--- src/rtl/uart_pkg.sv ---
// uart_pkg: shared UART state encoding and baud timing helpers
package uart_pkg;
  typedef logic [1:0] state_t;
  localparam state_t IDLE = 2'd0, START = 2'd1, DATA = 2'd2, STOP = 2'd3;
  function automatic int clocks_per_bit(input int clock_freq, input int baud_rate);
    return clock_freq / baud_rate;
  endfunction
  function automatic int sample_time(input int clock_freq, input int baud_rate);
    return clocks_per_bit(clock_freq, baud_rate) / 2;
  endfunction
endpackage

--- src/rtl/uart_receiver_if.sv ---
// uart_receiver_if: received-byte handshake and line status flags
interface uart_receiver_if;
  logic [7:0] data_out;
  logic       data_out_valid;
  logic       data_out_ready;
  logic       framing_error;
  logic       overrun;
  modport master (output data_out, data_out_valid, framing_error, overrun, input data_out_ready);
  modport slave (input data_out, data_out_valid, framing_error, overrun, output data_out_ready);
endinterface

--- src/rtl/sync_2ff.sv ---
// sync_2ff: two-flop synchronizer for asynchronous pins entering clk
module sync_2ff #(
  parameter int         W       = 1,
  parameter logic [W-1:0] RST_VAL = '0
) (
  input  logic         clk,
  input  logic         rst,
  input  logic [W-1:0] d,
  output logic [W-1:0] q
);
  logic [W-1:0] s1_q;
  always_ff @(posedge clk or posedge rst) begin
    if (rst) begin
      s1_q <= RST_VAL;
      q    <= RST_VAL;
    end else begin
      s1_q <= d;
      q    <= s1_q;
    end
  end
endmodule

--- src/rtl/uart_receiver.sv ---
// uart_receiver: 8N1 mid-bit sampling receiver with valid/ready output,
// framing-error and overrun pulses
module uart_receiver
  import uart_pkg::*;
#(
  parameter int CLOCK_FREQ = 50_000_000,
  parameter int BAUD_RATE  = 115_200
) (
  input  logic clk,
  input  logic rst,
  input  logic serial_in,
  uart_receiver_if.master bus
);
  localparam int CPB = clocks_per_bit(CLOCK_FREQ, BAUD_RATE);
  localparam int ST  = sample_time(CLOCK_FREQ, BAUD_RATE);
  localparam int CW  = $clog2(CPB);
  logic          rx_s;
  state_t        state_q, state_d;
  logic [CW-1:0] cnt_q, cnt_d;
  logic [2:0]    idx_q, idx_d;
  logic [7:0]    shift_q, shift_d, data_q, data_d;
  logic          valid_q, valid_d, fe_q, fe_d, ov_q, ov_d;
  logic          bit_tick, half_tick, shift_en, stop_done, commit, take;
  sync_2ff #(.W(1), .RST_VAL(1'b1)) u_sync (.clk(clk), .rst(rst), .d(serial_in), .q(rx_s));
  assign bit_tick  = cnt_q == CW'(CPB - 1);
  assign half_tick = cnt_q == CW'(ST - 1);
  always_ff @(posedge clk or posedge rst) begin
    if (rst) state_q <= IDLE;
    else state_q <= state_d;
  end
  always_comb begin
    state_d = state_q;
    case (state_q)
      IDLE:    state_d = rx_s ? IDLE : START;
      START:   state_d = half_tick ? (rx_s ? IDLE : DATA) : START;
      DATA:    state_d = (bit_tick && idx_q == 3'd7) ? STOP : DATA;
      default: state_d = bit_tick ? IDLE : STOP;
    endcase
  end
  // Stop sample returns to IDLE mid-stop-bit so a back-to-back start edge is caught.
  always_comb begin
    shift_en  = state_q == DATA && bit_tick;
    stop_done = state_q == STOP && bit_tick;
    commit    = stop_done && rx_s;
    take      = valid_q && bus.data_out_ready;
    cnt_d     = (state_q == IDLE || (state_q == START && half_tick) || shift_en || stop_done) ? '0 : cnt_q + 1'b1;
    idx_d     = shift_en ? idx_q + 3'd1 : idx_q;
    shift_d   = shift_en ? {rx_s, shift_q[7:1]} : shift_q;
    data_d    = (commit && (!valid_q || take)) ? shift_q : data_q;
    valid_d   = (commit && (!valid_q || take)) ? 1'b1 : take ? 1'b0 : valid_q;
    fe_d      = stop_done && !rx_s;
    ov_d      = commit && valid_q && !take;
  end
  always_ff @(posedge clk or posedge rst) begin
    if (rst) begin
      cnt_q   <= '0;
      idx_q   <= '0;
      shift_q <= '0;
      data_q  <= '0;
      valid_q <= 1'b0;
      fe_q    <= 1'b0;
      ov_q    <= 1'b0;
    end else begin
      cnt_q   <= cnt_d;
      idx_q   <= idx_d;
      shift_q <= shift_d;
      data_q  <= data_d;
      valid_q <= valid_d;
      fe_q    <= fe_d;
      ov_q    <= ov_d;
    end
  end
  assign bus.data_out       = data_q;
  assign bus.data_out_valid = valid_q;
  assign bus.framing_error  = fe_q;
  assign bus.overrun        = ov_q;
endmodule

--- src/flat_wrapper.sv ---
// flat-port wrapper written by rule: the top's interface ports become plain ports
module uart_receiver_flat import uart_pkg::*;
#(
  parameter int CLOCK_FREQ = 50_000_000,
  parameter int BAUD_RATE  = 115_200
)
  (clk, rst, serial_in, bus_data_out, bus_data_out_valid, bus_framing_error, bus_overrun, bus_data_out_ready);
  uart_receiver_if bus_i ();
  input  logic clk;
  input  logic rst;
  input  logic serial_in;
  output wire logic [$bits(bus_i.data_out)-1:0] bus_data_out;
  output wire logic [$bits(bus_i.data_out_valid)-1:0] bus_data_out_valid;
  output wire logic [$bits(bus_i.framing_error)-1:0] bus_framing_error;
  output wire logic [$bits(bus_i.overrun)-1:0] bus_overrun;
  input wire logic [$bits(bus_i.data_out_ready)-1:0] bus_data_out_ready;
  assign bus_data_out = bus_i.data_out;
  assign bus_data_out_valid = bus_i.data_out_valid;
  assign bus_framing_error = bus_i.framing_error;
  assign bus_overrun = bus_i.overrun;
  assign bus_i.data_out_ready = bus_data_out_ready;
  uart_receiver #(.CLOCK_FREQ(CLOCK_FREQ), .BAUD_RATE(BAUD_RATE)) u_core (.clk(clk), .rst(rst), .serial_in(serial_in), .bus(bus_i));
endmodule
--- config.mk ---
export PLATFORM = sky130hd
export DESIGN_NAME = uart_receiver_flat
export DESIGN_NICKNAME = d
export VERILOG_FILES = /design/src/rtl/uart_pkg.sv /design/src/rtl/uart_receiver_if.sv /design/src/rtl/sync_2ff.sv /design/src/rtl/uart_receiver.sv /design/src/flat_wrapper.sv
export SDC_FILE = /design/constraint.sdc
export NUM_CORES = 1
export LEC_CHECK = 0
export CAP_MARGIN = 15
export CORE_MARGIN = 8
export CORE_UTILIZATION = 55
export CTS_BUF_LIST = sky130_fd_sc_hd__clkbuf_16
export CTS_CLUSTER_DIAMETER = 120
export CTS_CLUSTER_SIZE = 14
export DETAILED_ROUTE_END_ITERATION = 12
export PLACE_DENSITY = 0.86
export RECOVER_POWER = 25
export SLEW_MARGIN = 20
export SYNTH_ARGS = -nofsm -noshare
export SYNTH_HDL_FRONTEND = slang
export SYNTH_HIERARCHICAL = 1
export SYNTH_SLANG_ARGS = --single-unit
--- constraint.sdc ---
create_clock -name clk -period 2.2 [get_ports clk]
set_input_delay 0.44 -clock clk [delete_from_list [all_inputs] [get_ports clk]]
set_output_delay 0.44 -clock clk [all_outputs]
set_load 0.02 [all_outputs]
# --- Word-level counts from Yosys, hierarchy flattened ---
# Cells that the tools add are included.
totals:
  regBits: 35
  out_inout_bits: 11
classes:
  n_addsub: 2
  n_eq_ne: 6
  mux: 9
  reduce_logical: 19
ops:
  columns: ["cell", "count"]
  rows:
  - ["logical AND 1 bit", 10]
  - ["adder 9 x 1 -> 9 bit, second input constant", 1]
  - ["== test 9 x 8 -> 1 bit, second input constant", 1]
  - ["== test 9 bit, second input constant", 1]
  - ["2-to-1 mux 9 bit", 1]
  - ["2-to-1 mux 2 bit", 3]
  - ["one-hot mux 2 bit (3 select lines)", 1]
  - ["== test 2 bit, second input constant", 2]
  - ["logical OR 1 bit", 4]
  - ["2-to-1 mux 1 bit", 4]
  - ["adder 3 x 1 -> 3 bit, second input constant", 1]
  - ["== test 3 bit, second input constant", 1]
  - ["logical NOT 1 bit", 3]
  - ["== test 2 x 1 -> 1 bit, second input constant", 1]
  - ["logical NOT 2 bit", 1]
  - ["nonzero test 2 bit", 1]

# --- Logic depth before layout (Yosys ltp) ---
# Gate-level depths: netlist of the first run.
depth:
  depth_word: 6
  mapped_depth: 7
  ltp_nobuf: 6

# --- Hierarchy ---
# Netlist of the first run, hierarchy kept.
by_module_without_submodules:
  columns: ["mod", "n_inst", "cells_each", "area_each_um2", "seq_area_each_um2"]
  rows:
  - ["uart_receiver", 1, 112, 1493.9, 825.8]
  - ["sync_2ff", 1, 3, 56.3, 52.6]

# --- Worst setup path before layout of the first run ---
# Ideal clock, no wire load.
synth_timing:
  kind: "reg-to-reg"
  from: "reg u_core.cnt_q[1]"
  to: "reg u_core.idx_q[2]"
  setup_time_ps: 125
  t_arrival_ps: 1833
  setup_slack_ps: 242
  path_stages_with_launch: 8
  synth_period_minus_slack_ps: 1958
  path_cell_list: "dfrtp_1 > inv_1 > ha_1 > nand4b_2 > or4_4 > nor2_4 > buf_12 > mux2_4"
synth_between:
  elab_chain_cells: 2
synth_rtl:
  columns: ["element", "line_no", "rtl"]
  rows:
  - ["from (decl)", "uart_receiver.sv:19", "logic [CW-1:0] cnt_q, cnt_d;"]
  - ["from (signal assigned)", "uart_receiver.sv:64", "cnt_q <= cnt_d;"]
  - ["== test 9 bit", "uart_receiver.sv:25", "assign bit_tick = cnt_q == CW'(CPB - 1);"]
  - ["logical AND 1 bit", "uart_receiver.sv:42", "shift_en = state_q == DATA && bit_tick;"]
  - ["to (signal assigned)", "uart_receiver.sv:65", "idx_q <= idx_d;"]
  - ["to (decl)", "uart_receiver.sv:20", "logic [2:0] idx_q, idx_d;"]
# Every way passes these cells.
# A chain may end at the register's enable or synchronous reset.

# --- Worst setup path in the final report of the first run ---
layout_timing:
  from: "reg u_core.cnt_q[1]"
  to: "reg u_core.idx_q[1]"
# The elaborated chain is that of the path after synthesis.

==> results of run 1 <==
[sequential cells by signal, indices dropped and copies added, names as in the netlist]
| signal | cells |
|---|---|
| u_core/state_q | 2 |
| u_core/bus.framing_error | 1 |
| u_core/u_sync/s1_q | 1 |
| u_core/shift_q | 8 |
| u_core/u_sync/q | 1 |
| u_core/bus.data_out | 8 |
| u_core/idx_q | 3 |
| u_core/bus.data_out_valid | 1 |
| u_core/bus.overrun | 1 |
| u_core/cnt_q | 9 |
[synthesized netlist by cell type]
master and instances:
dfrtp_1 33, nor2_1 14, mux2_2 9, mux2_4 9
ha_1 5, inv_1 5, nand2_1 5, xnor2_1 5
nand3_1 4, xor2_1 3, a21oi_1 2, dfstp_2 2
nand2b_1 2, nor3_1 2, a211oi_1 1, buf_12 1
buf_2 1, nand4_1 1, nand4_2 1, nand4b_2 1
nor2_4 1, nor3b_1 1, nor4_4 1, nor4b_1 1
o21a_1 1, o21ai_2 1, o31ai_1 1, or4_4 1
or4b_2 1
[area by class of cell]
| cell class | instances | share of cell area, % |
|---|---|---|
| timing repair buffer | 16 | 8.83 |
| multi-input combinational | 73 | 33.6 |
| tap | 31 | 2.07 |
| inverter | 5 | 1.00 |
| clock inverter | 3 | 0.870 |
| clock buffer | 5 | 6.69 |
| sequential | 35 | 47.0 |
[through the flow]
| stage | cell area, µm² | setup slack, ps | util (%) |
|---|---|---|---|
| 2_1_floorplan | 1550 | 242 | - |
| 3_3_place_gp | 1730 | 195 | 63.9 |
| 3_5_place_dp | 1730 | 95.8 | 63.9 |
| 4_1_cts | 1870 | 109 | 69.1 |
| 5_1_grt | 1870 | 17.5 | 69.0 |
| 6_report | 1870 | 121 | 69.0 |
[logic make-up (layout without fill, tap and decap cells)]
logic type / Yosys count / after routing / synth area share [%]
flops: 35 / 35 / 56.7
compound gates: 6 / 6 / 2.66
xor+xnor: 8 / 8 / 4.52
buf+inv: 7 / 29 / 2.82
fa+ha+maj: 5 / 5 / 4.04
mux: 18 / 18 / 15.3
simple gates: 36 / 36 / 14.0
[worst min path at each step]
| stage | from | to | slack [ps] | cells after the start |
|---|---|---|---|---|
| finish | u_core/u_sync/s1_q | u_core/u_sync/q | 350 | 0 |
| global route | u_core/u_sync/s1_q | u_core/u_sync/q | 360 | 0 |
| CTS | u_core/u_sync/s1_q | u_core/u_sync/q | 350 | 0 |
| detailed placement | u_core/u_sync/s1_q | u_core/u_sync/q | 350 | 0 |
| global placement | u_core/u_sync/s1_q | u_core/u_sync/q | 350 | 0 |
| floorplan | rst | u_core/u_sync/q | 350 | 1 |
[power breakdown]
group	total, W	switching (W)	internal, W
Clock	0.000647	0.000235	0.000411
Combinational	0.0000177	0.0000126	0.00000518
Sequential	0.000650	0.00000212	0.000648
[routing by layer]
| layer | vias to the layer above | part of all wire [%] | global-route usage [%] |
|---|---|---|---|
| li1 | 438 | - | - |
| met5 | - | 0 | 0 |
| met4 | 0 | 1.5 | 4.78 |
| met1 | 449 | 44 | 12.3 |
| met2 | 16 | 50 | 19.6 |
| met3 | 3 | 4.6 | 4.58 |
[worst max-delay path: stages, from the launching register on]
cell	delay, ps
dfrtp_1	400
inv_1	90
ha_1	160
nand4b_2	150
or4_4	550
nor2_4	120
buf_12	150
mux2_2	340
==> results.yml, run 1 <==
cells_and_area:
  register_area_um2: 878
  layout.cells.non_filler: 168
  layout_commonest_cell: "dfrtp_1"
  antenna_cells: 0
  areaGrowthSynthToFinish_pct: 20.7
  multi_input_area_um2: 628
  layout-drive-gt1-share_pct: 26.3
  fillers: 202
  nets: 145
  final_cell_mix: "dfrtp_1, nor2_1, clkdlybuf4s50_1, mux2_4, mux2_2"
floorplan:
  io_pins: 15
  num_rows: 19
  die_width_um: 69.1
  core_area_um2: 2710
  start_util_pct: 57.2
  dieArea_um2: 4770
  die_h_um: 69.1
clock_network:
  ctsResizeCount: 0
  postCtsSetupBuffers: 0
  worstSkewPairLatency_ps: 270
  cts_tree: "built"
  htree_levels: 2
  cts_buffers: 5
  clockRootBuffer: "clkbuf_16"
  cts.reportedPaths.clkPinSlew_ps: 50
  ctsHoldBuffers: 0
  cts_sinks: 35
  cts_max_path_buffers: 2
logic_synthesis:
  synth_top_cell_by_area: "dfrtp_1"
  synth-seq-area-share_pct: 56.7
  synth-seq-cells: 35
  synthesis.nets: 124
  ys_types: 29
  postSynthAreaPerCell_um2: 13.5
  synth_area_um2: 1550
  synth.top_cells.by_area: "dfrtp_1, mux2_4, mux2_2"
  synthCells: 115
  synth_top_area_share_pct: 53.3
  synth_warnings: 6
status:
  status: "completed"
route:
  ant_nets: 0
  avgViaCountPerCell: 5.39
  drtPass1Iterations: 4
  wl_per_cell_um: 14.7
  drt-total-wl_um: 2480
  vias: 906
  drt-initial-drc-count: 25
  drc: 0
sta:
  fin_skew_ps: 5.82
  finalCritPeriodShare_pct: 94.5
  slew_viol_final: 0
  hold-worst-slack_ps: 353
  fin_setup_tns_ps: 0
  timing.fmax_mhz: 481
  hold_viol_final: 0
  setup_viol: 0
  slew_headroom_pct: 48.0
  rsz0062_at_grt: "false"
  tightestPinTransition_ps: 780
  min_period_ps: 2080
grt:
  grt.overflow.total: 0
  antenna_found_initial: 0
  grt_pass1_wl_um: 4570
  grt_max_degree: 34
  grt_pass1_vias: 1008
  grt_util_all_layers_pct: 11.5
place:
  post-place-cells: 160
  gp_congestion: 0.775
  place_hpwl_um: 1830
  place.port_buffers: 14
worst_setup_path:
  r2r_start: "u_core/cnt_q[1]"
  start_kind: "flop"
  ff2ff_setup_slack_ps: 120
  cp.arrival_ps: 2240
  cp-startpoint: "u_core/cnt_q[1]"
  critPathKind: "reg -> reg"
  cp.required_ps: 2360
  reg2reg_to: "u_core/idx_q[1]"
  crit_end: "u_core/idx_q[1]"
  end_kind: "flop"
  critPathMaxFanout: 11
  rr_worst_depth: 7
power_and_ir_drop:
  p_total_w: 0.00131
  power_density_nw_per_um2: 703
  peakVddDrop_mv: 0.703
  p_leak_nw: 0.878
worst_hold_path:
  hold_class: "reg -> reg"
flow_run:
  max-cap-violations: 0
Power figures use the tool's default switching activity.
==> run 2, diff against run 1 <==
Settings changed: GPL_TIMING_DRIVEN from default to 0, SLEW_MARGIN 20 to default.
==> run 2 against run 1 <==
Cell count rose by 0.60%. Hold slack improved by 4.2 ps. Flip-flop and latch count did not move. Clock power barely moved. Largest power group unchanged. Highest routed layer unchanged.
==> results.yml, run 2 (synthesis results as in run 1) <==
status:
  status: "completed"
route:
  avgViaCountPerCell: 5.38
  drtPass1Iterations: 4
  wl_per_cell_um: 15.7
  ant_nets: 0
  drt-total-wl_um: 2650
  drt-initial-drc-count: 28
  drc: 0
  vias: 910
cells_and_area:
  final_cell_mix: "dfrtp_1, nor2_1, clkdlybuf4s50_1, mux2_4, mux2_2"
  nets: 146
  areaGrowthSynthToFinish_pct: 21.9
  top_register: "u_core/cnt_q"
  layout-drive-gt1-share_pct: 26.8
  fillers: 200
  fin_util_pct: 69.7
  largest_reg_flops: 9
  final_area_um2: 1890
  layout_commonest_cell: "dfrtp_1"
  antenna_cells: 0
worst_hold_path:
  hold_class: "reg -> reg"
  holdPathEnd: "u_core/u_sync/q"
  min_path_cells: 0
  min_from: "u_core/u_sync/s1_q"
clock_network:
  ctsResizeCount: 0
  cts_buffers: 5
  worstSkewPairLatency_ps: 270
  clockRootBuffer: "clkbuf_16"
  htree_levels: 2
  cts_tree: "built"
  cts_sinks: 35
  cts_max_path_buffers: 2
  cts.reportedPaths.clkPinSlew_ps: 50
  postCtsSetupBuffers: 0
  ctsHoldBuffers: 0
grt:
  grt_util_all_layers_pct: 11.8
  antenna_found_initial: 0
  grt_pass1_vias: 967
  grt_max_degree: 34
  grt.overflow.total: 0
  grt_pass1_wl_um: 4550
worst_setup_path:
  slowest_delay_ps: 570
  r2r_start: "u_core/cnt_q[1]"
  critPathKind: "reg -> reg"
  start_kind: "flop"
  rr_worst_depth: 7
  ff2ff_setup_slack_ps: 100
  reg2reg_to: "u_core/idx_q[2]"
  end_kind: "flop"
  critPathMaxFanout: 10
  cp.required_ps: 2360
  cp-startpoint: "u_core/cnt_q[1]"
  cp.arrival_ps: 2250
  critPathSlowestCell: "or4_4"
  crit_chain: "inv_1 > ha_1 > nand4b_2 > or4_4 > nor2_4 > buf_12 > mux2_4"
place:
  postPlaceCellArea_um2: 1730
  place_hpwl_um: 1830
  place.port_buffers: 14
  dp_worst_setup_slack_ps: 123
  gp_congestion: 0.819
flow_run:
  max-cap-violations: 0
sta:
  slew_headroom_pct: 29.9
  rsz0062_at_grt: "false"
  fin_setup_tns_ps: 0
  worst_slack_ps: 105
  timing.fmax_mhz: 477
  finalCritPeriodShare_pct: 95.2
  min_period_ps: 2100
  tightestPinTransition_ps: 1050
  slew_viol_final: 0
  setup_viol: 0
  hold_viol_final: 0
  fin_skew_ps: 1.28
power_and_ir_drop:
  peakVddDrop_mv: 0.650
  p_leak_nw: 0.888
  power_density_nw_per_um2: 698
floorplan:
  dieArea_um2: 4770
  die_h_um: 69.1
  core_area_um2: 2710
  io_pins: 15
  start_util_pct: 57.2
  die_width_um: 69.1
  num_rows: 19
## run 2: changes by cell type in the layout (fill, tap and decap cells not counted), sizes merged
cell	delta
inv	-2
clkbuf	-1
clkinvlp	-1
clkinv	+3
buf	+1
dlymetal6s2s	+1
## run 2: worst max path at each step
stage	endpoint	slack (ps)	cells past startpoint
after floorplan	u_core/idx_q[2]	240	7
after global placement	u_core/shift_q[6]	160	7
after detailed placement	u_core/shift_q[7]	120	7
after CTS	u_core/idx_q[2]	100	7
after global routing	u_core/idx_q[2]	20	7
final	u_core/idx_q[2]	100	7
## run 2: area by class of cell
type                    count  area [µm²]  area share, %
plain buffers               2        25.0           1.32
multi-input cells          73         636           33.6
well taps                  31        38.8           2.05
clock inverters             3        15.0          0.795
inverters                   5        18.8          0.993
clock buffers               5         125           6.62
flip-flops and latches     35         878           46.5
repair buffers             15         153           8.08
## run 2: where the power goes
part / leakage [nW] / total, W / internal, W / switching, W
Sequential: 0.467 / 0.000650 / 0.000648 / 0.00000205
Clock: 0.0733 / 0.000649 / 0.000412 / 0.000238
Combinational: 0.348 / 0.0000190 / 0.00000607 / 0.0000130
## run 2: worst max-delay path, delay by kind of cell, from the launching register on
| family | cells | cell delay [ps] |
|---|---|---|
| simple gates | 3 | 870 |
| flops | 1 | 390 |
| mux | 1 | 310 |
| buf+inv | 2 | 240 |
| fa+ha+maj | 1 | 170 |
## run 2: metrics by stage
step | std cells | total power (W) | hold WS (ps)
floorplan | 115 | 0.000671 | 345
global placement | 160 | 0.000679 | 346
detailed placement | 160 | 0.000680 | 354
CTS | 168 | 0.00133 | 361
global route | 169 | 0.00137 | 364
finish | 169 | 0.00132 | 358
## run 2: per-layer routing
metal / wire length, µm / vias to the layer above / GRT usage, %
li1: - / 436 / -
met4: 59 / 0 / 4.10
met5: 0 / - / 0
met2: 1300 / 19 / 18.9
met3: 132 / 6 / 5.87
met1: 1160 / 449 / 13.1
==> run 3, diff against run 2 <==
Settings changed: CAP_MARGIN 15 to 10, CORE_ASPECT_RATIO from default to 1.1.
==> run 3 against run 2 <==
Routed wire length is 1.1% higher. Fmax is 0.28% lower. Sequential power hardly changed. Via count is 1.1% lower. Power is 1.1% lower. Clock power is 2% lower. Flip-flop and latch count stayed put. Combinational power is 4% lower. Critical path type unchanged. Core utilization is 1.0 points lower.
==> results.yml, run 3 (synthesis results as in run 1) <==
cells_and_area:
  areaGrowthSynthToFinish_pct: 20.8
  fin_util_pct: 68.7
  nets: 146
  layout-drive-gt1-share_pct: 25.4
  largest_reg_flops: 9
  antenna_cells: 0
  final_cell_mix: "dfrtp_1, nor2_1, clkdlybuf4s50_1, mux2_4, mux2_2"
  layout_commonest_cell: "dfrtp_1"
  top_register: "u_core/cnt_q"
clock_network:
  cts_sinks: 35
  htree_levels: 2
  ctsHoldBuffers: 0
  cts_max_path_buffers: 2
  postCtsSetupBuffers: 0
  cts.reportedPaths.clkPinSlew_ps: 50
  worstSkewPairLatency_ps: 270
  cts_tree: "built"
  clockRootBuffer: "clkbuf_16"
  ctsResizeCount: 0
  cts_buffers: 5
worst_setup_path:
  cp_top_family: "simple AND/OR/NAND/NOR gates"
  crit_chain: "inv_1 > ha_1 > nand4b_2 > or4_4 > nor2_4 > buf_12 > mux2_4"
  critPathSlowestCell: "or4_4"
  path_buf_inv: 2
  start_kind: "flop"
  critPathMaxFanout: 10
  cp.arrival_ps: 2250
  slowest_delay_ps: 550
  cp.required_ps: 2350
  end_kind: "flop"
  critPathKind: "reg -> reg"
route:
  drtPass1Iterations: 4
  avgViaCountPerCell: 5.26
  drt-total-wl_um: 2680
  wl_per_cell_um: 15.6
  drt-initial-drc-count: 30
  vias: 900
  drc: 0
  ant_nets: 0
floorplan:
  die_width_um: 66.6
  die_h_um: 71.7
  io_pins: 15
  num_rows: 20
  core_area_um2: 2730
  dieArea_um2: 4780
  start_util_pct: 56.8
power_and_ir_drop:
  peakVddDrop_mv: 0.557
  p_comb_share_pct: 1.4
  pwr-share-clk_pct: 48.7
  share_seq_of_total_power_pct: 49.9
  netSwitchingFraction_pct: 18.7
  p_leak_nw: 0.875
  p_int_w: 0.00106
  p_switching_w: 0.000244
  p_total_w: 0.00130
  power_density_nw_per_um2: 696
sta:
  finalCritPeriodShare_pct: 95.5
  min_period_ps: 2100
  slew_headroom_pct: 58.2
  fin_setup_tns_ps: 0
  timing.fmax_mhz: 476
  slew_viol_final: 0
  hold_viol_final: 0
  worst_slack_ps: 98.7
  rsz0062_at_grt: "false"
  setup_viol: 0
  fin_skew_ps: 2.43
  tightestPinTransition_ps: 627
grt:
  grt_pass1_vias: 987
  grt_max_degree: 34
  grt_pass1_wl_um: 4630
  grt_util_all_layers_pct: 12.6
  antenna_found_initial: 0
  grt.overflow.total: 0
place:
  place_hpwl_um: 1900
  gp_congestion: 0.808
  place.port_buffers: 14
  dp_worst_setup_slack_ps: 91.2
worst_hold_path:
  hold_class: "reg -> reg"
status:
  status: "completed"
flow_run:
  max-cap-violations: 0
[run 3: path summary, 6_finish.rpt]
kind | to | slack, ps | cells after the start | start
min in group asynchronous | u_core/idx_q[1] | 540 | 2 | rst
setup / recovery | u_core/shift_q[4] | 100 | 7 | u_core/cnt_q[1]
hold / removal | u_core/u_sync/q | 360 | 0 | u_core/u_sync/s1_q
setup reg to reg | u_core/shift_q[4] | 100 | 7 | u_core/cnt_q[1]
max in group asynchronous | u_core/cnt_q[6] | 810 | 3 | rst
hold reg to reg | u_core/u_sync/q | 360 | 0 | u_core/u_sync/s1_q
[run 3: power groups by stage]
| stage | logic [W] | clock network [W] | registers [W] |
|---|---|---|---|
| floorplan | 0.0000103 | 0 | 0.000660 |
| global placement | 0.0000182 | 0 | 0.000661 |
| detailed placement | 0.0000193 | 0 | 0.000661 |
| CTS | 0.0000191 | 0.000653 | 0.000650 |
| global route | 0.0000220 | 0.000679 | 0.000650 |
| finish | 0.0000183 | 0.000635 | 0.000651 |
[run 3: worst reg2reg max path: cells and delay by family (launching register included)]
kind	cells	cell delay (ps)
flip-flops	1	390
buffers and inverters	2	250
AND/OR/NAND/NOR	3	850
multiplexers	1	310
adder cells (fa/ha/maj)	1	180
[run 3: per-layer routing]
metal / GRT usage [%] / routed length (µm)
met3: 4.68 / 182
met2: 21.0 / 1340
met4: 4.99 / 37
met1: 14.0 / 1110
met5: 0 / 0
[run 3: cell type report]
| class | count | area, µm² |
|---|---|---|
| Sequential cell | 35 | 878 |
| Clock inverter | 3 | 11.3 |
| Clock buffer | 5 | 125 |
| Fill cell | 196 | 855 |
| Timing Repair Buffer | 15 | 145 |
| Multi-Input combinational cell | 73 | 628 |
| Tap cell | 33 | 41.3 |
| Inverter | 5 | 18.8 |
| Buffer | 2 | 25.0 |
[run 3: through the flow]
step | area (µm²) | std cells | hold slack, ps
2_1_floorplan | 1550 | 115 | 345
3_3_place_gp | 1730 | 162 | 346
3_5_place_dp | 1730 | 162 | 353
4_1_cts | 1870 | 170 | 360
5_1_grt | 1870 | 171 | 365
6_report | 1870 | 171 | 357
